--- src/rtl/divider_sequencer_pkg.sv ---
// Shared definitions for the divider sequencer: FSM state encoding and
// default operand width.
package div_pkg;

  typedef enum logic [1:0] {
    IDLE   = 2'd0,
    LOAD   = 2'd1,
    RUN    = 2'd2,
    RESULT = 2'd3
  } state_t;

  localparam int DEFAULT_N = 8;

  // Quotient reported for a divide-by-zero at the default width
  localparam logic [DEFAULT_N-1:0] DZ_QUOT = '1;

endpackage

--- src/rtl/divider_sequencer_cycle_timer.sv ---
// Watchdog cycle counter with synchronous clear and a terminal-count flag
// that fires when the count reaches TIMEOUT-1.
module cycle_timer #(
  parameter int TW      = 6,
  parameter int TIMEOUT = 32
) (
  input  logic Clock,
  input  logic Resetn,
  input  logic clear,
  input  logic enable,
  output logic tc
);

  logic [TW-1:0] count;

  always_ff @(posedge Clock) begin
    if (!Resetn || clear) begin
      count <= '0;
    end else if (enable) begin
      count <= count + 1'b1;
    end
  end

  assign tc = (count == TW'(TIMEOUT - 1));

endmodule

--- src/rtl/divider_sequencer.sv ---
// Control stage in front of the restoring divider: accepts operand pairs,
// strobes the divider, collects Q/R and holds the result for the consumer.
module divider_sequencer
  import div_pkg::*;
#(
  parameter int N       = DEFAULT_N,
  parameter int TIMEOUT = 32,
  parameter int TW      = 6
) (
  input  logic         Clock,
  input  logic         Resetn,
  input  logic         in_valid,
  output logic         in_ready,
  input  logic [N-1:0] in_a,
  input  logic [N-1:0] in_b,
  output logic         s,
  output logic         LA,
  output logic         EB,
  output logic [N-1:0] DataA,
  output logic [N-1:0] DataB,
  input  logic [N-1:0] Q,
  input  logic [N-1:0] R,
  input  logic         Done,
  output logic         out_valid,
  input  logic         out_ready,
  output logic [N-1:0] out_q,
  output logic [N-1:0] out_r,
  output logic         out_dz,
  output logic         out_err
);

  state_t state;
  logic   timerClear;
  logic   timerEnable;
  logic   timerTc;

  assign in_ready    = Resetn && (state == IDLE);
  assign timerClear  = (state == LOAD);
  assign timerEnable = (state == RUN);

  cycle_timer #(
    .TW     (TW),
    .TIMEOUT(TIMEOUT)
  ) u_timer (
    .Clock (Clock),
    .Resetn(Resetn),
    .clear (timerClear),
    .enable(timerEnable),
    .tc    (timerTc)
  );

  // Strobes are raised on the IDLE->LOAD edge so they are high for exactly
  // the LOAD cycle; a zero divisor bypasses the divider entirely.
  always_ff @(posedge Clock) begin
    if (!Resetn) begin
      state     <= IDLE;
      s         <= 1'b0;
      LA        <= 1'b0;
      EB        <= 1'b0;
      DataA     <= '0;
      DataB     <= '0;
      out_valid <= 1'b0;
      out_q     <= '0;
      out_r     <= '0;
      out_dz    <= 1'b0;
      out_err   <= 1'b0;
    end else begin
      s  <= 1'b0;
      LA <= 1'b0;
      EB <= 1'b0;
      case (state)
        IDLE: begin
          if (in_valid && in_ready) begin
            DataA <= in_a;
            DataB <= in_b;
            if (in_b == '0) begin
              state     <= RESULT;
              out_valid <= 1'b1;
              out_q     <= {N{1'b1}};
              out_r     <= in_a;
              out_dz    <= 1'b1;
              out_err   <= 1'b0;
            end else begin
              state <= LOAD;
              s     <= 1'b1;
              LA    <= 1'b1;
              EB    <= 1'b1;
            end
          end
        end
        LOAD: begin
          state <= RUN;
        end
        RUN: begin
          // Done wins over a timeout landing in the same cycle
          if (Done) begin
            state     <= RESULT;
            out_valid <= 1'b1;
            out_q     <= Q;
            out_r     <= R;
            out_dz    <= 1'b0;
            out_err   <= 1'b0;
          end else if (timerTc) begin
            state     <= RESULT;
            out_valid <= 1'b1;
            out_q     <= '0;
            out_r     <= '0;
            out_dz    <= 1'b0;
            out_err   <= 1'b1;
          end
        end
        RESULT: begin
          if (out_ready) begin
            out_valid <= 1'b0;
            state     <= IDLE;
          end
        end
        default: begin
          state <= IDLE;
        end
      endcase
    end
  end

endmodule

--- config.mk ---
export PLATFORM = sky130hd
export DESIGN_NAME = divider_sequencer
export DESIGN_NICKNAME = d
export VERILOG_FILES = /design/src/rtl/divider_sequencer_pkg.sv /design/src/rtl/divider_sequencer_cycle_timer.sv /design/src/rtl/divider_sequencer.sv
export SDC_FILE = /design/constraint.sdc
export NUM_CORES = 1
export LEC_CHECK = 0
export CAP_MARGIN = 25
export CORE_ASPECT_RATIO = 1.4
export CORE_UTILIZATION = 44
export CTS_BUF_LIST = sky130_fd_sc_hd__clkbuf_8 sky130_fd_sc_hd__clkbuf_16
export CTS_CLUSTER_SIZE = 8
export DETAILED_ROUTE_END_ITERATION = 10
export PLACE_DENSITY = 0.85
export SYNTH_ARGS = -nofsm -noshare
export SYNTH_HDL_FRONTEND = slang
export SYNTH_SLANG_ARGS = --single-unit
--- constraint.sdc ---
create_clock -name Clock -period 2 [get_ports Clock]
set_clock_uncertainty 0.1 [all_clocks]
set_input_delay 0.3 -clock Clock [delete_from_list [all_inputs] [get_ports Clock]]
set_output_delay 0.3 -clock Clock [all_outputs]
set_load 0.01 [all_outputs]
# Word-level counts from Yosys, hierarchy flattened
# Index checks and enable logic that the tools add are counted.
[totals] register_bits=44 output_inout_bits=39
[classes] n_addsub=1 eq_ne=8 n_mux=29 reduce_logical=13
[ops] operator="two-way mux 8 bit" n=7
[ops] operator="case mux 8 bit (2 select lines)" n=2
[ops] operator="two-way mux 1 bit" n=11
[ops] operator="two-way mux 2 bit" n=5
[ops] operator="zero test 8 bit" n=1
[ops] operator="case mux 2 bit (4 select lines)" n=1
[ops] operator="adder 6 x 1 -> 6 bit (second input constant)" n=1
[ops] operator="== test 6 x 5 -> 1 bit (second input constant)" n=1
[ops] operator="AND reduction 3 bit" n=2
[ops] operator="AND reduction 5 bit" n=1
[ops] operator="== test 2 bit (second input constant)" n=2
[ops] operator="inequality test 2 x 1 -> 1 bit (second input constant)" n=2
[ops] operator="case mux 1 bit (2 select lines)" n=2
[ops] operator="AND reduction 4 bit" n=1
[ops] operator="inequality test 3 x 2 -> 1 bit (second input constant)" n=1
[ops] operator="case mux 1 bit (3 select lines)" n=1
[ops] operator="nonzero test 3 bit" n=1
[ops] operator="== test 2 x 1 -> 1 bit (second input constant)" n=1
[ops] operator="logical AND 1 bit" n=2
[ops] operator="zero test 2 bit" n=1
[ops] operator="inequality test 2 bit (second input constant)" n=1
[ops] operator="AND reduction 2 bit" n=1
[ops] operator="nonzero test 2 bit" n=1
[ops] operator="zero test 1 bit" n=1
[ops] operator="logical OR 1 bit" n=1

# Logic depth before layout (Yosys ltp)
# Gate-level depths: netlist of run 1.
[logic_depth] depth_word=5 mapped_depth=8 ltp_nobuf=6

# By module
# From an unflattened synthesis of run 1, not the netlist that was laid out.
[unflattened] cells_unflattened=231 hier_area_um2=1983.2
[modules_own_cells] mod="divider_sequencer" n_inst=1 cells_each=204 area_each_um2=1727.9
[modules_own_cells] mod="cycle_timer" n_inst=1 cells_each=27 area_each_um2=255.2

# Worst setup path after synthesis of run 1
# No wires, ideal clock.
[synth_path] path_type="input -> register" startpoint="input in_b[3]" endpoint="register out_r[6]" setup_ns=0.130 arrival_ns=1.641 path_slack_ns=0.129 path_stages=6 path_cell_list="or4_4 -> o32ai_2 -> and2_1 -> buf_6 -> buf_6 -> a311oi_2"
[synth_between] elab_chain_len=3
[synth_rtl] element="start, declared" line="divider_sequencer.sv:15" text="input logic [N-1:0] in_b,"
[synth_rtl] element="zero test 8 bit" line="divider_sequencer.sv:76" text="if (in_b == '0) begin"
[synth_rtl] element="inequality test 2 x 1 -> 1 bit (no source line)"
[synth_rtl] element="AND reduction 4 bit (no source line)"
[synth_rtl] element="end signal, assigned" line="divider_sequencer.sv:80" text="out_r <= in_a;"
[synth_rtl] element="end, declared" line="divider_sequencer.sv:27" text="output logic [N-1:0] out_r,"
# No other way between the ends.
# A chain may end at the register's enable or synchronous reset.

# Worst setup path after layout of run 1
[layout_path] startpoint="input in_b[6]" endpoint="register out_q[5]"
[layout_between] elab_chain_len=3
[layout_rtl] element="zero test 8 bit" line="divider_sequencer.sv:76"
[layout_rtl] element="inequality test 2 x 1 -> 1 bit (no source line)"
[layout_rtl] element="AND reduction 4 bit (no source line)"
[layout_rtl] element="end signal, assigned" line="divider_sequencer.sv:79" text="out_q <= {N{1'b1}};"
[layout_rtl] element="end, declared" line="divider_sequencer.sv:26" text="output logic [N-1:0] out_q,"
# No other way between the ends.

==> results of run 1 <==
-- synthesized netlist by cell type --
master | instances | share of area, %
nor3_1 | 1 | 0.24
or3_1 | 1 | 0.31
o32ai_2 | 1 | 0.79
nor2_1 | 8 | 1.5
buf_4 | 2 | 0.73
clkbuf_1 | 7 | 1.3
mux2i_1 | 2 | 0.98
a21oi_1 | 12 | 2.9
buf_12 | 1 | 0.98
xnor2_1 | 1 | 0.43
nor3b_1 | 1 | 0.37
nand2_1 | 54 | 9.9
a31oi_1 | 1 | 0.31
a311oi_2 | 7 | 5.1
ha_1 | 6 | 3.7
clkinv_1 | 2 | 0.37
nand2b_1 | 2 | 0.61
o31ai_1 | 2 | 0.73
o21ai_0 | 3 | 0.73
inv_1 | 3 | 0.55
a21boi_0 | 1 | 0.37
nand3_1 | 25 | 6.1
buf_6 | 5 | 2.7
nand4_1 | 3 | 0.91
a41o_1 | 1 | 0.49
or4_4 | 2 | 1.1
nand3_2 | 1 | 0.49
clkbuf_8 | 4 | 2.7
a311oi_1 | 10 | 4.3
and2_1 | 2 | 0.61
a21oi_2 | 7 | 3.0
xor2_1 | 3 | 1.3
nor2b_1 | 1 | 0.31
dfxtp_1 | 44 | 43
and3_1 | 1 | 0.31
-- metal layers --
layer	vias to the layer above	GRT usage [%]	wire length [um]	part of all wire, %
met5	-	0	0	0
li1	969	-	-	-
met4	0	9.302	134	2.4
met1	914	26.65	2138	38
met3	13	7.009	380	6.8
met2	77	42.22	2956	53
-- metrics by stage --
step                      power, uW  setup WS (ns)  cells  instance area [um2]  hold slack (ns)
after global routing           3677      -0.006313    377                 3124           0.2421
after detailed placement       2631        -0.4237    362                 2887           0.3466
final                          3478        0.02305    377                 3124           0.2274
after CTS                      3456        0.02744    376                 3114           0.2231
after floorplan                2022         0.1287    227                 2052           0.2990
after global placement         2593        -0.3633    362                 2887           0.3408
-- worst max-delay path, delay by kind of cell --
kind	cells	cell delay (ns)
and+or+nand+nor	2	0.71
buffers and inverters	3	0.59
AOI/OAI and AO/OA	2	0.44
-- how the worst max path moves through the flow --
stage / startpoint / endpoint / cells past startpoint
2_1_floorplan: in_b[3] / out_r[6] / 6
3_3_place_gp: in_b[3] / out_q[0] / 6
3_5_place_dp: in_b[3] / out_q[6] / 6
4_1_cts: in_b[2] / out_q[1] / 8
5_1_grt: in_b[2] / out_q[0] / 8
6_report: in_b[6] / out_q[5] / 7
-- power by group through the flow --
| stage | registers (uW) | logic, uW | clock network, uW |
|---|---|---|---|
| floorplan | 1270 | 753 | 0 |
| global placement | 1200 | 1390 | 0 |
| detailed placement | 1210 | 1420 | 0 |
| CTS | 1200 | 1580 | 680 |
| global route | 1220 | 1730 | 726 |
| finish | 1200 | 1610 | 672 |
-- what timing repair did --
item | in CTS | in global routing
cloned | 2 | 0
resized for setup | 17 | 1
endpoints found under the setup margin | 19 | 12
setup buffers | 4 | 1
pin swaps | 4 | 3
-- layout make-up --
class	instances	area [um2]
fillers	363	1375
multi-input cells	159	1020
repair buffers	99	1018
flip-flops and latches	44	882.1
well taps	62	77.57
clock buffers	5	68.82
clock inverters	3	38.79
inverters	5	18.77
-- sequential cells by signal, summed over array words and instances (netlist names) --
register and count:
DataA 8, DataB 8, EB 1, out_dz 1, out_err 1, out_q 8
out_r 8, out_valid 1, state 2, u_timer.count 6
-- cell families (layout without fill, tap and decap cells) --
group,Yosys count,in the layout,share of synthesized area (%)
multiplexers,2,2,0.9756
XOR/XNOR,4,4,1.708
buffers and inverters,24,112,9.329
adder cells (fa/ha/maj),6,6,3.658
AND/OR/NAND/NOR,102,102,22.68
flip-flops,44,44,42.93
AO/OA/AOI/OAI,45,45,18.72
==> reports/metrics.csv, run 1 <==
metric,value,unit
power.density,1113,nW/um2
routed_via_density,5.233,
yosys_register_bits,44,
final_common_cell,clkdlybuf4s50_1,
nets,357,
setup_viol_count_final,0,
pwr-share-clk,19.3,%
drtAntennaViolNets,0,
r2r_cells,8,
start_kind,input port,
arrival,2.05,ns
synth_fp_nets,270,
grt_pass1_vias,1983,
firstDrtPassIters,4,
combPwrFrac,46.2,%
cts.sinks,44,
cts.htree.levels,2,
p_leak,0.001226,uW
grt_pass1_wl,9177,um
drv_cap,0,
slew_viol_final,0,
wl_per_cell,14.88,um
min_period,1.977,ns
ctsHoldBuffers,0,
syn_area,2052,um2
path_class,input port to register,
core_area,4499,um2
io_pins,76,
area_growth,52.26,%
drive_gt1_share,17.46,%
max_stage_delay,0.55,ns
r2r_slack,0.10,ns
synthCells,227,
rows,29,
drc_errors,0,
cts_tree,built,
swShare,34.19,%
setup_tns,0,ns
dp_hpwl,3862,um
critical-path-slowest-cell,or4_4,
slew_headroom,69.55,%
synth.avg_cell_area,9.040,um2
synth_cell_type_count,35,
hold_class,input port to register,
final_cell_mix,"clkdlybuf4s50_1, nand2_1, dfxtp_1",
internal_power,2288,uW
wl,5609,um
clkTransAtPathRegs,0.08,ns
seq_power_share,34.4,%
gp_congestion,0.8080,
worst_pin_slew,0.4527,ns
port_buffers,75,
fmax,0.5058,GHz
die-width,59.72,um
num_vias,1973,
clk_latency,0.30,ns
hold_viol,0,
die_h,82.80,um
ir_drop,0.8181,mV
r2r_start,state[0],
hp-start,in_b[0],
drtIter0Drc,66,
grtUsageTotal,24.27,%
status,"complete, no violations",
hold-path-endpoint,DataB[0],
crit_path_cell_trace,dlygate4sd2_1 -> or4_4 -> o32ai_4 -> buf_4 -> and2_1 -> buf_12 -> a311oi_2,
initial_core_util,45.61,%
ys_warn_count,0,
dieArea,4944,um2
p_switching,1189,uW
critPathMaxFanout,18,
clockBufferDepth,2,
cp.required,2.07,ns
final_util,69.44,%
cts_made_buffers,5,
endpoint_kind,register,
period_share,98.85,%
clk_root_buffer_cell,clkbuf_8,
antenna_found_initial,0,
grt-ovfl-total,0,
rr_endpoint,out_q[6],
ys_seq_area_share,42.93,%
min_path_cells,3,
diodes,0,
grt_max_degree,20,
No activity file was read; power rests on OpenSTA's default activity.
==> inputs of run 2 (changes only) <==
--- a/config.mk
+++ b/config.mk
@@ -5,13 +5,14 @@
 export SDC_FILE = /design/constraint.sdc
 export NUM_CORES = 1
 export LEC_CHECK = 0
+export ABC_AREA = 1
 export CAP_MARGIN = 25
 export CORE_ASPECT_RATIO = 1.4
 export CORE_UTILIZATION = 44
 export CTS_BUF_LIST = sky130_fd_sc_hd__clkbuf_8 sky130_fd_sc_hd__clkbuf_16
 export CTS_CLUSTER_SIZE = 8
 export DETAILED_ROUTE_END_ITERATION = 10
-export PLACE_DENSITY = 0.85
+export PLACE_DENSITY = 0.84
 export SYNTH_ARGS = -nofsm -noshare
 export SYNTH_HDL_FRONTEND = slang
 export SYNTH_SLANG_ARGS = --single-unit
==> reports/metrics.csv, run 2 <==
metric,value,unit
combPwrFrac,51.5,%
syn_area,2088,um2
ir_drop,0.6764,mV
hold_viol,0,
drive_gt1_share,7.990,%
fin_cells,450,
cts_made_buffers,5,
wl_per_cell,11.30,um
synth_fp_nets,353,
wl,5086,um
cp.required,1.60,ns
synth_fa_ha_area_share,3.595,%
path_class,register to output pin,
cts.htree.levels,2,
routed_via_density,4.791,
arrival,1.51,ns
muxShareOfSynthArea,0,%
placed_area,2907,um2
grtUsageTotal,21.00,%
p_switching,1387,uW
min_path_cells,2,
final_common_cell,nand2_1,
period_share,95.59,%
grt_max_degree,23,
dieArea,5029,um2
fin_area,3034,um2
slew_headroom,80.66,%
max_stage_delay,0.52,ns
firstDrtPassIters,6,
async_reset_ff_share,0,%
drtIter0Drc,87,
rr_endpoint,u_timer.count[5],
io_pins,76,
die-width,60.23,um
fmax,0.5231,GHz
pre_cts_slack,0.1105,ns
endpoint,in_ready,
cts_tree,built,
port_buffers,75,
nFillCells,425,
hold_class,register to register,
ys.flop_type,dfxtp_1,
grt_pass1_vias,1925,
yosysMostFrequentCell,nand2_1,
core_area,4536,um2
slew_viol_final,0,
drc_errors,0,
rsz0062_at_grt,false,
gp_congestion,0.8057,
yosys_register_bits,44,
clk_latency,0.29,ns
min_period,1.912,ns
endpoint_kind,output pin,
synthCells,310,
diodes,0,
area_growth,45.30,%
initial_core_util,46.04,%
status,"complete, no violations",
setup_viol_count_final,0,
swShare,36.75,%
worst_pin_slew,0.2890,ns
synth.avg_cell_area,6.736,um2
synth_cell_type_count,24,
dp_hpwl,3743,um
rows,29,
synthXorXnorAreaFrac,0.4194,%
drtAntennaViolNets,0,
final_util,66.90,%
hp-start,DataB[4],
ys_warn_count,0,
clk_root_buffer_cell,clkbuf_8,
internal_power,2387,uW
grt_pass1_wl,8148,um
p_leak,0.001359,uW
pwr-share-clk,13.6,%
ctsHoldBuffers,0,
setup_tns,0,ns
synth_top_cell_by_area,dfxtp_1,
synth_compound_area_share,6.651,%
num_vias,2156,
clkTransAtPathRegs,0.07,ns
critPathMaxFanout,4,
final_cell_mix,"nand2_1, clkdlybuf4s50_1, nor2_1",
crit_path_start,state[0],
die_h,83.51,um
synth_area_leaders,"dfxtp_1, nand2_1, nor2_1, nand3_1, a21oi_1",
nets,431,
synth_edf_count,0,
grt-ovfl-total,0,
antenna_found_initial,0,
power.density,1244,nW/um2
clockBufferDepth,2,
start_kind,register,
place_inst,438,
seq_power_share,35.0,%
synth_common_cells,"nand2_1, nor2_1, dfxtp_1",
r2r_cells,8,
synth_top_family_by_area,simple AND/OR/NAND/NOR gates,
drv_cap,0,
ys_seq_area_share,42.18,%
cts.sinks,44,
critical-path-slowest-cell,clkdlybuf4s50_1,
synth_top_area_share,42.18,%
r2r_slack,0.23,ns
setup_ws,0.08827,ns
synthSimpleGateAreaFrac,38.35,%
crit_path_cell_trace,inv_2 -> ha_4 -> nand2_1 -> inv_1 -> clkdlybuf4s50_1,
r2r_start,state[0],
[run 2: cell types whose count changed after synthesis, sizes merged, moves of 6 or more]
cell,before,now
inv,3,23
buf,8,14
clkbuf,11,5
nor2,8,46
nand3b,0,8
nand2,54,106
a311oi,17,0
[run 2: routing by layer]
layer,up-vias,track usage (%),routed length (um)
met5,-,0,0
met4,0,7.611,92
met3,9,5.891,236
met2,54,35.56,2561
met1,977,24.21,2196
li1,1116,-,-
[run 2: cells by family after synthesis]
group                      after synthesis
AOI/OAI and AO/OA                       26
xor gates and xnor gates                 1
buffers and inverters                   42
DFF                                     44
and+or+nand+nor                        191
adders and majority gates                6
[run 2: what timing repair did]
action | CTS | global route
setup buffers | 0 | 5
endpoints found under the hold margin | 0 | 0
endpoints found under the setup margin | 1 | 1
pin swaps | 0 | 1
resized for setup | 4 | 0
gates cloned | 0 | 0
[run 2: cell type report]
class / instances / area (um2) / area share (%)
Clock inverter: 2 / 8.758 / 0.2887
Multi-Input combinational cell: 224 / 1036 / 34.14
Sequential cell: 44 / 880.8 / 29.03
Clock buffer: 5 / 68.82 / 2.268
Inverter: 23 / 86.33 / 2.845
Tap cell: 62 / 77.57 / 2.557
Timing Repair Buffer: 90 / 875.8 / 28.87
[run 2: how the worst min path moves through the flow]
| stage | endpoint |
|---|---|
| after global placement | DataB[6] |
| after CTS | DataA[3] |
| after floorplan | DataA[1] |
| final | DataB[4] |
| after global routing | DataA[6] |
| after detailed placement | DataB[4] |
[run 2: metrics by stage]
stage | hold slack, ns | power, uW
after floorplan | 0.3106 | 2367
after global placement | 0.3531 | 3138
after detailed placement | 0.3598 | 3187
after CTS | 0.3740 | 3731
after global routing | 0.3996 | 4073
final | 0.3715 | 3775
[run 2: power groups by stage]
stage               registers (uW)  clock network, uW  logic (uW)
finish                        1320                513        1940
global route                  1350                554        2170
CTS                           1320                525        1880
detailed placement            1340                  0        1850
global placement              1330                  0        1810
floorplan                     1450                  0         915
[run 2: worst max-delay path, delay by kind of cell (launching register included)]
family / cells / cell delay, ns
buf+inv: 3 / 0.67
fa+ha+maj: 1 / 0.16
simple gates: 1 / 0.05
flops: 1 / 0.34
